--- config.mk ---
export PLATFORM = sky130hd
export DESIGN_NAME = instr_sequencer
export DESIGN_NICKNAME = d
export VERILOG_FILES = /design/src/rtl/instr_sequencer_pkg.sv /design/src/rtl/instr_sequencer_wdog.sv /design/src/rtl/instr_sequencer.sv
export SDC_FILE = /design/constraint.sdc
export NUM_CORES = 1
export LEC_CHECK = 0
export ABC_AREA = 1
export BUFFER_PORTS_ARGS = -buffer_cell sky130_fd_sc_hd__buf_2
export CORE_MARGIN = 1.5
export CORE_UTILIZATION = 35
export DETAILED_ROUTE_END_ITERATION = 16
export HOLD_SLACK_MARGIN = 0.1
export SETUP_SLACK_MARGIN = 0.5
export SLEW_MARGIN = 40
export SYNTH_ARGS = -nofsm -noshare
export SYNTH_HDL_FRONTEND = slang
export SYNTH_SLANG_ARGS = --single-unit
--- constraint.sdc ---
create_clock -name clk -period 2.55 [get_ports clk]
set_input_delay 0.51 -clock clk [delete_from_list [all_inputs] [get_ports clk]]
set_output_delay 0.51 -clock clk [all_outputs]
set_load 0.005 [all_outputs]
--- src/rtl/instr_sequencer_pkg.sv ---
// Shared types and constants for the matrix coprocessor program sequencer.
// Opcodes, instruction layout and sequencer state encodings.
package instr_sequencer_pkg;

  localparam int INSTR_W = 22;

  localparam logic [3:0] OP_HALT  = 4'b0000;
  localparam logic [3:0] OP_STORE = 4'b0010;
  localparam logic [3:0] OP_SUM   = 4'b0011;
  localparam logic [3:0] OP_SUB   = 4'b0100;
  localparam logic [3:0] OP_MUL   = 4'b0101;
  localparam logic [3:0] OP_TRANS = 4'b0110;
  localparam logic [3:0] OP_OPP   = 4'b0111;
  localparam logic [3:0] OP_SCAL  = 4'b1000;
  localparam logic [3:0] OP_DET2  = 4'b1001;
  localparam logic [3:0] OP_DET3  = 4'b1010;
  localparam logic [3:0] OP_DET4  = 4'b1011;
  localparam logic [3:0] OP_DET5  = 4'b1100;

  // Field order, msb first: N0, N1, ID, LIN, COL, OP
  typedef struct packed {
    logic [1:0] n0;
    logic [7:0] n1;
    logic [1:0] id;
    logic [2:0] lin;
    logic [2:0] col;
    logic [3:0] op;
  } cop_instr_t;

  localparam logic [2:0] S_IDLE   = 3'd0;
  localparam logic [2:0] S_FETCH  = 3'd1;
  localparam logic [2:0] S_LATCH  = 3'd2;
  localparam logic [2:0] S_ISSUE  = 3'd3;
  localparam logic [2:0] S_WAIT   = 3'd4;
  localparam logic [2:0] S_HALTED = 3'd5;

  function automatic logic is_halt(cop_instr_t i);
    return i.op == OP_HALT;
  endfunction

endpackage

--- src/rtl/instr_sequencer_wdog.sv ---
// Completion watchdog: counts consecutive WAIT cycles.
// o_tmo fires on the TIMEOUT-th waiting cycle.
module instr_sequencer_wdog #(
  parameter int TIMEOUT = 1023
) (
  input  logic clk,
  input  logic rst,
  input  logic i_en,
  output logic o_tmo
);

  localparam int CW = $clog2(TIMEOUT + 1);

  logic [CW-1:0] r_cnt;

  // Held at zero outside WAIT, so every WAIT entry starts fresh
  always_ff @(posedge clk) begin
    if (rst || !i_en)
      r_cnt <= '0;
    else
      r_cnt <= r_cnt + 1'b1;
  end

  assign o_tmo = i_en && (r_cnt == CW'(TIMEOUT - 1));

endmodule

--- src/rtl/instr_sequencer.sv ---
// Program sequencer: fetches coprocessor instructions from a registered
// ROM and issues them one at a time, in single-step or free-run mode.
import instr_sequencer_pkg::*;

module instr_sequencer #(
  parameter int ADDR_W    = 5,
  parameter int LAST_ADDR = 28,
  parameter int TIMEOUT   = 1023
) (
  input  logic              clk,
  input  logic              rst,
  input  logic              step,
  input  logic              run,
  output logic [ADDR_W-1:0] rom_addr,
  input  logic [21:0]       rom_data,
  output logic [21:0]       instr,
  output logic              exec,
  input  logic              cop_done,
  output logic [ADDR_W-1:0] pc,
  output logic              busy,
  output logic              halted,
  output logic              err
);

  logic [2:0]        r_state;
  logic [ADDR_W-1:0] r_pc;
  cop_instr_t        r_instr;
  logic              r_err;

  logic [ADDR_W-1:0] w_pc_nxt;
  logic [2:0]        w_after;
  logic              w_wait;
  logic              w_tmo;

  assign w_wait = (r_state == S_WAIT);

  instr_sequencer_wdog #(
    .TIMEOUT(TIMEOUT)
  ) u_wdog (
    .clk  (clk),
    .rst  (rst),
    .i_en (w_wait),
    .o_tmo(w_tmo)
  );

  // Wrap at LAST_ADDR, not at the natural 2^ADDR_W boundary
  assign w_pc_nxt = (r_pc == ADDR_W'(LAST_ADDR)) ? '0 : r_pc + 1'b1;
  assign w_after  = run ? S_FETCH : S_IDLE;

  always_ff @(posedge clk) begin
    if (rst) begin
      r_state <= S_IDLE;
      r_pc    <= '0;
      r_instr <= '0;
      r_err   <= 1'b0;
    end else begin
      unique case (r_state)
        S_IDLE: begin
          if (step || run)
            r_state <= S_FETCH;
        end
        S_FETCH: begin
          r_state <= S_LATCH;
        end
        S_LATCH: begin
          r_instr <= cop_instr_t'(rom_data);
          if (is_halt(cop_instr_t'(rom_data)))
            r_state <= S_HALTED;
          else
            r_state <= S_ISSUE;
        end
        S_ISSUE: begin
          if (cop_done) begin
            r_pc    <= w_pc_nxt;
            r_state <= w_after;
          end else begin
            r_state <= S_WAIT;
          end
        end
        S_WAIT: begin
          if (cop_done) begin
            r_pc    <= w_pc_nxt;
            r_state <= w_after;
          end else if (w_tmo) begin
            r_err   <= 1'b1;
            r_state <= S_HALTED;
          end
        end
        S_HALTED: begin
          if (step) begin
            r_pc    <= '0;
            r_err   <= 1'b0;
            r_state <= S_IDLE;
          end
        end
        default: begin
          r_state <= S_IDLE;
        end
      endcase
    end
  end

  assign rom_addr = r_pc;
  assign pc       = r_pc;
  assign instr    = r_instr;
  assign exec     = (r_state == S_ISSUE);
  assign halted   = (r_state == S_HALTED);
  assign busy     = (r_state != S_IDLE) && (r_state != S_HALTED);
  assign err      = r_err;

endmodule

After elaboration in Yosys (flattened, before gate mapping)
Index checks and enable logic that the tools add are counted.

word-level totals
  register bits = 41
  input port bits = 27
  output and inout bits = 36
  logic and storage cells = 56

cells by class
  add/subtract/negate cells = 2
  eq/ne operators = 14
  muxes and demuxes = 16
  reduce and logical (&&, ||, !) cells = 14

operator list
  cell                     number
  $mux W3                  6
  $pmux W3 S6              1
  $mux W5                  3
  $add A10 B1 Y10 const B  1
  $eq A10 B10 Y1 const B   1
  $pmux W5 S2              1
  $ne A2 B2 Y1 const B     4
  $eq A3 B2 Y1 const B     2
  $eq A3 B3 Y1 const B     2
  $ne A3 B3 Y1 const B     2
  $reduce_and A3 Y1        2
  $add A5 B1 Y5 const B    1
  $eq A5 B5 Y1 const B     1
  $logic_not A4 Y1         1
  $mux W1                  4
  $reduce_and A4 Y1        1
  $reduce_bool A2 Y1       2
  $eq A3 B1 Y1 const B     1
  $logic_not A3 Y1         1
  $reduce_bool A3 Y1       1
  $logic_and A1 B1 Y1      2
  $logic_or A1 B1 Y1       2
  $ne A2 B1 Y1 const B     1
  $pmux W1 S2              1
  other kinds (2)          2

Logic depth before layout (Yosys ltp)
  depth in word-level cells = 5
  depth in mapped cells = 9

Modules after synthesis
From an unflattened synthesis, not the netlist that was laid out.

unflattened totals
  cell total of the unflattened synthesis = 266
  area, all modules = 1894.3 µm²

modules (own cells, without submodules)
  module                instances  cells an instance  area an instance (µm²)  sequential area each (µm²)
  instr_sequencer       1          205                1441.4                  620.6
  instr_sequencer_wdog  1          61                 452.9                   200.2

Least setup slack after synthesis
Ideal clock, no wire load.

  kind = input to register
  start point = in cop_done
  end point = reg r_pc[0] (netlist: pc[0])
  setup time = 0.116 ns
  data arrival time = 1.221 ns
  data required time = 2.434 ns
  path slack = 1.213 ns
  cell stages on the path = 6
  path buffers = 1
  path through = clkbuf_1 nand4_1 nand3_2 nand2_2 o21ai_0 nor2_1

between the ends
  cells in the longest elaborated chain, start to end = 2

ends and longest elaborated chain
  what                                line                   text
  start: declaration                  instr_sequencer.sv:18  input logic cop_done,
  $ne A2 B1 Y1 (no source line)       n/a
  $reduce_and A3 Y1 (no source line)  n/a
  end signal: assignment              instr_sequencer.sv:74  r_pc <= w_pc_nxt;
  end signal: assignment              instr_sequencer.sv:82  r_pc <= w_pc_nxt;
  end: declaration                    instr_sequencer.sv:26  logic [ADDR_W-1:0] r_pc;

No other way between the ends.
A chain may end at the register's enable or synchronous reset.

Final worst setup path
  start point = reg r_state[2]
  end point = out busy

between the ends
  cells in the longest elaborated chain, start to end = 2
  elaborated cells between the ends (all ways) = 3
  classes of those cells = eq/ne (1); reduce/logical (2)

ends and longest elaborated chain
  what                                                line                    text
  start: declaration                                  instr_sequencer.sv:25   logic [2:0] r_state;
  start signal: assignment                            instr_sequencer.sv:75   r_state <= w_after;
  start signal: assignment                            instr_sequencer.sv:83   r_state <= w_after;
  $ne A3 B3 Y1 or $reduce_bool A3 Y1 (tied branches)  instr_sequencer.sv:108  assign busy = (r_state != S_IDLE) && (r_state != S_HALTED);
  $logic_and A1 B1 Y1 *                               instr_sequencer.sv:108
  end: declaration                                    instr_sequencer.sv:20   output logic busy,

Mark *: on every way between the ends. The rest lies on a longest branch, timed or not.

==> impl_metrics.toml <==
[status]
run_status = "finished clean"

[drt]
routed_wirelength_um = 4130
route.detailed.vias_per_inst = 4.52
detail_route.first_pass.iterations = 4
drt_iter0_markers = 84
num_vias = 1791
ant_nets = 0
wl_per_cell_um = 10.4
drcViolationCount = 0

[timing]
holdWs_ns = 0.438
max_clock_freq_mhz = 549
setup_total_negative_slack_ns = 0
relSlewSlack_pct = 57.8
layout_worst_path_cycle_share_pct = 71.4
timing.clock.skew_ns = 0.00346
worst_slew_pin_slew_ns = 0.633
finalMaxSlewViolations = 0
count_of_final_setup_violators = 0
finalHoldViolCount = 0
finalWorstPathRequiredPeriod_ns = 1.82
rsz0062_at_grt = "false"

[logic_synthesis]
ys_ff_latch = 41
mappedNetlistNets = 299
syn-mean-instance-area_um2 = 7.13
synth_warnings = 0
netlist_instances = 268
netlist_area_before_placement_um2 = 1910
seq_area_frac_synth_pct = 43.0
ys_types = 24

[worst_setup_path]
critPathArrivalTime_ns = 1.31
critPathTopFamily = "flip-flops"
worst-setup-path-type = "reg -> out"
cp_cell_instances = "nand3_2 -> inv_1 -> a21oi_1 -> buf_2"
cp_max_fo = 8
worst_path_largest_cell_delay_ns = 0.49
crit_path_end_kind = "output port"
crit_slowest_cell = "dfxtp_1"
setup.worst_path.start_class = "register"
cp_data_required_time_ns = 2.04
timing.critical_path.buf_inv = 2

[die]
ioPinCount = 63
die-height_um = 76.9
die_w_um = 76.9
design.die.area_um2 = 5910
placeableCoreArea_um2 = 5170
initial_core_utilization_pct = 36.9
fp-row-count = 26

[cts]
cts.sinks = 41
tritoncts.num_buffers = 5
clkLatencyLatePin_ns = 0.29
clkSlewWorstSetupHoldPaths_ns = 0.08
cts.htree.levels = 2
clk_root_buf = "clkbuf_8"
tritoncts = "done"
cts_hold_buffers = 0
maximum_clock_insertion_buffer_count = 2
cts.repair_timing.setup_buffer_count = 0
cts-resized-gates = 0

[cells_and_area]
post_route_cells_drive_above_1_share_pct = 26.7
layout.filler_cells = 553
seqCellArea_um2 = 821
multiInputGateArea_um2 = 871
area_growth_pct = 20.6
nets = 356
antenna_cells_inserted = 0

[placement]
placer_s_final_routability_congestion_estimate = 0.823
hpwl_um = 3060
port-buffer-count = 62

[global_route]
maximum_number_of_pins_on_one_net_before_global_route_repair = 30
first_global_vias = 1613
global_route.usage.met1_pct = 19.7
grt_busiest_layer = "met2"
track_usage_pct = 15.2
grt_pass1_wl_um = 7310
globalRouteMet2Util_pct = 23.3
grt_util_met3_pct = 5.24
grt_antenna_before_repair = 0
globalRoute.totalOverflow = 0

[power_and_ir_drop]
ir_worst_vdd_mv = 0.360
pwr_density_cell_nw_per_um2 = 568
totalPowerFinal_uw = 1310
power.leakage_uw = 0.00115

[worst_hold_path]
min-delay-path-class = "in -> reg"

[job]
drv.max_cap_violation_count = 0
==> layout make-up <==
| type | count | share of cell area [%] |
|---|---|---|
| multi-input combinational | 182 | 37.8 |
| sequential | 41 | 35.6 |
| timing repair buffer | 63 | 13.8 |
| tap | 70 | 3.80 |
| clock inverter | 3 | 0.760 |
| inverter | 32 | 5.21 |
| clock buffer | 5 | 2.99 |
==> flip-flops by register name, indices dropped and copies added, names as in the netlist <==
signal / cells
u_wdog.r_cnt: 10
err: 1
pc: 5
instr: 22
r_state: 3
==> metal layers <==
layer	routed length, µm	part of all wire (%)
met1	2070	50
met2	1700	41
met3	310	7.5
met4	45	1.1
met5	0	0
==> tightest hold or removal path: cells and delay by family <==
| kind | cells | cell delay, ns |
|---|---|---|
| simple gates | 2 | 0.11 |
| buf+inv | 1 | 0.07 |
==> final timing paths <==
| check | start | to | slack (ns) | cells after the start |
|---|---|---|---|---|
| min | rom_data[5] | instr[5] | 0.44 | 3 |
| min reg2reg | u_wdog.r_cnt[3] | u_wdog.r_cnt[3] | 0.48 | 2 |
| max | r_state[2] | busy | 0.73 | 4 |
| max reg2reg | r_state[2] | instr[9] | 1.17 | 5 |
==> stage by stage <==
step | area [µm²] | utilization, % | cells | setup WS, ns
floorplan | 1910 | - | 268 | 1.21
global placement | 2220 | 42.9 | 388 | 1.01
detailed placement | 2220 | 42.9 | 388 | 0.953
CTS | 2300 | 44.5 | 396 | 0.730
global route | 2300 | 44.5 | 396 | 0.633
finish | 2300 | 44.5 | 396 | 0.729
==> synth_stat cells, drive strengths merged <==
cell type / number / area [µm²]
nor2: 60 / 238
buf: 10 / 87.6
o21ai: 27 / 135
nor3b: 1 / 12.5
inv: 32 / 120
a21oi: 15 / 75.1
nand4: 4 / 25.0
nand3: 21 / 115
nor3: 6 / 40.0
clkbuf: 3 / 11.3
nand2: 40 / 153
dfxtp: 41 / 821
ha: 4 / 50.1
or2: 3 / 18.8
xnor2: 1 / 8.76
==> layout by cell type (no fill, tap or decap) <==
master      synthesis  routed
a21oi_1            15      15
clkbuf_8            0       5
nand3_2             2       2
nor3_1              4       4
clkinvlp_4          0       1
dfxtp_1            41      41
nor2_2              2       2
nor3b_2             1       1
o21ai_1             2       2
o21ai_0            25      25
inv_1              28      28
or2_2               3       3
nor2_4              1       1
nand2_2             1       1
inv_2               4       4
clkinv_2            0       2
nor3_2              2       2
ha_1                4       4
xnor2_1             1       1
nor2_1             57      57
nand3_1            19      19
buf_2               1      62
nand2_1            39      39
buf_4               5       1
nand4_1             4       4
==> logic make-up after synthesis <==
kind of cell / after synthesis / synth area share (%)
AND/OR/NAND/NOR: 135 / 31.5
buffers and inverters: 45 / 11.5
AO/OA/AOI/OAI: 42 / 11.0
flip-flops: 41 / 43.0
adder cells (fa/ha/maj): 4 / 2.62
XOR/XNOR: 1 / 0.458
==> power breakdown <==
part | internal, µW | switching (µW)
Sequential | 683 | 28.7
Clock | 189 | 225
Combinational | 80.1 | 103
Power figures use the tool's default switching activity.
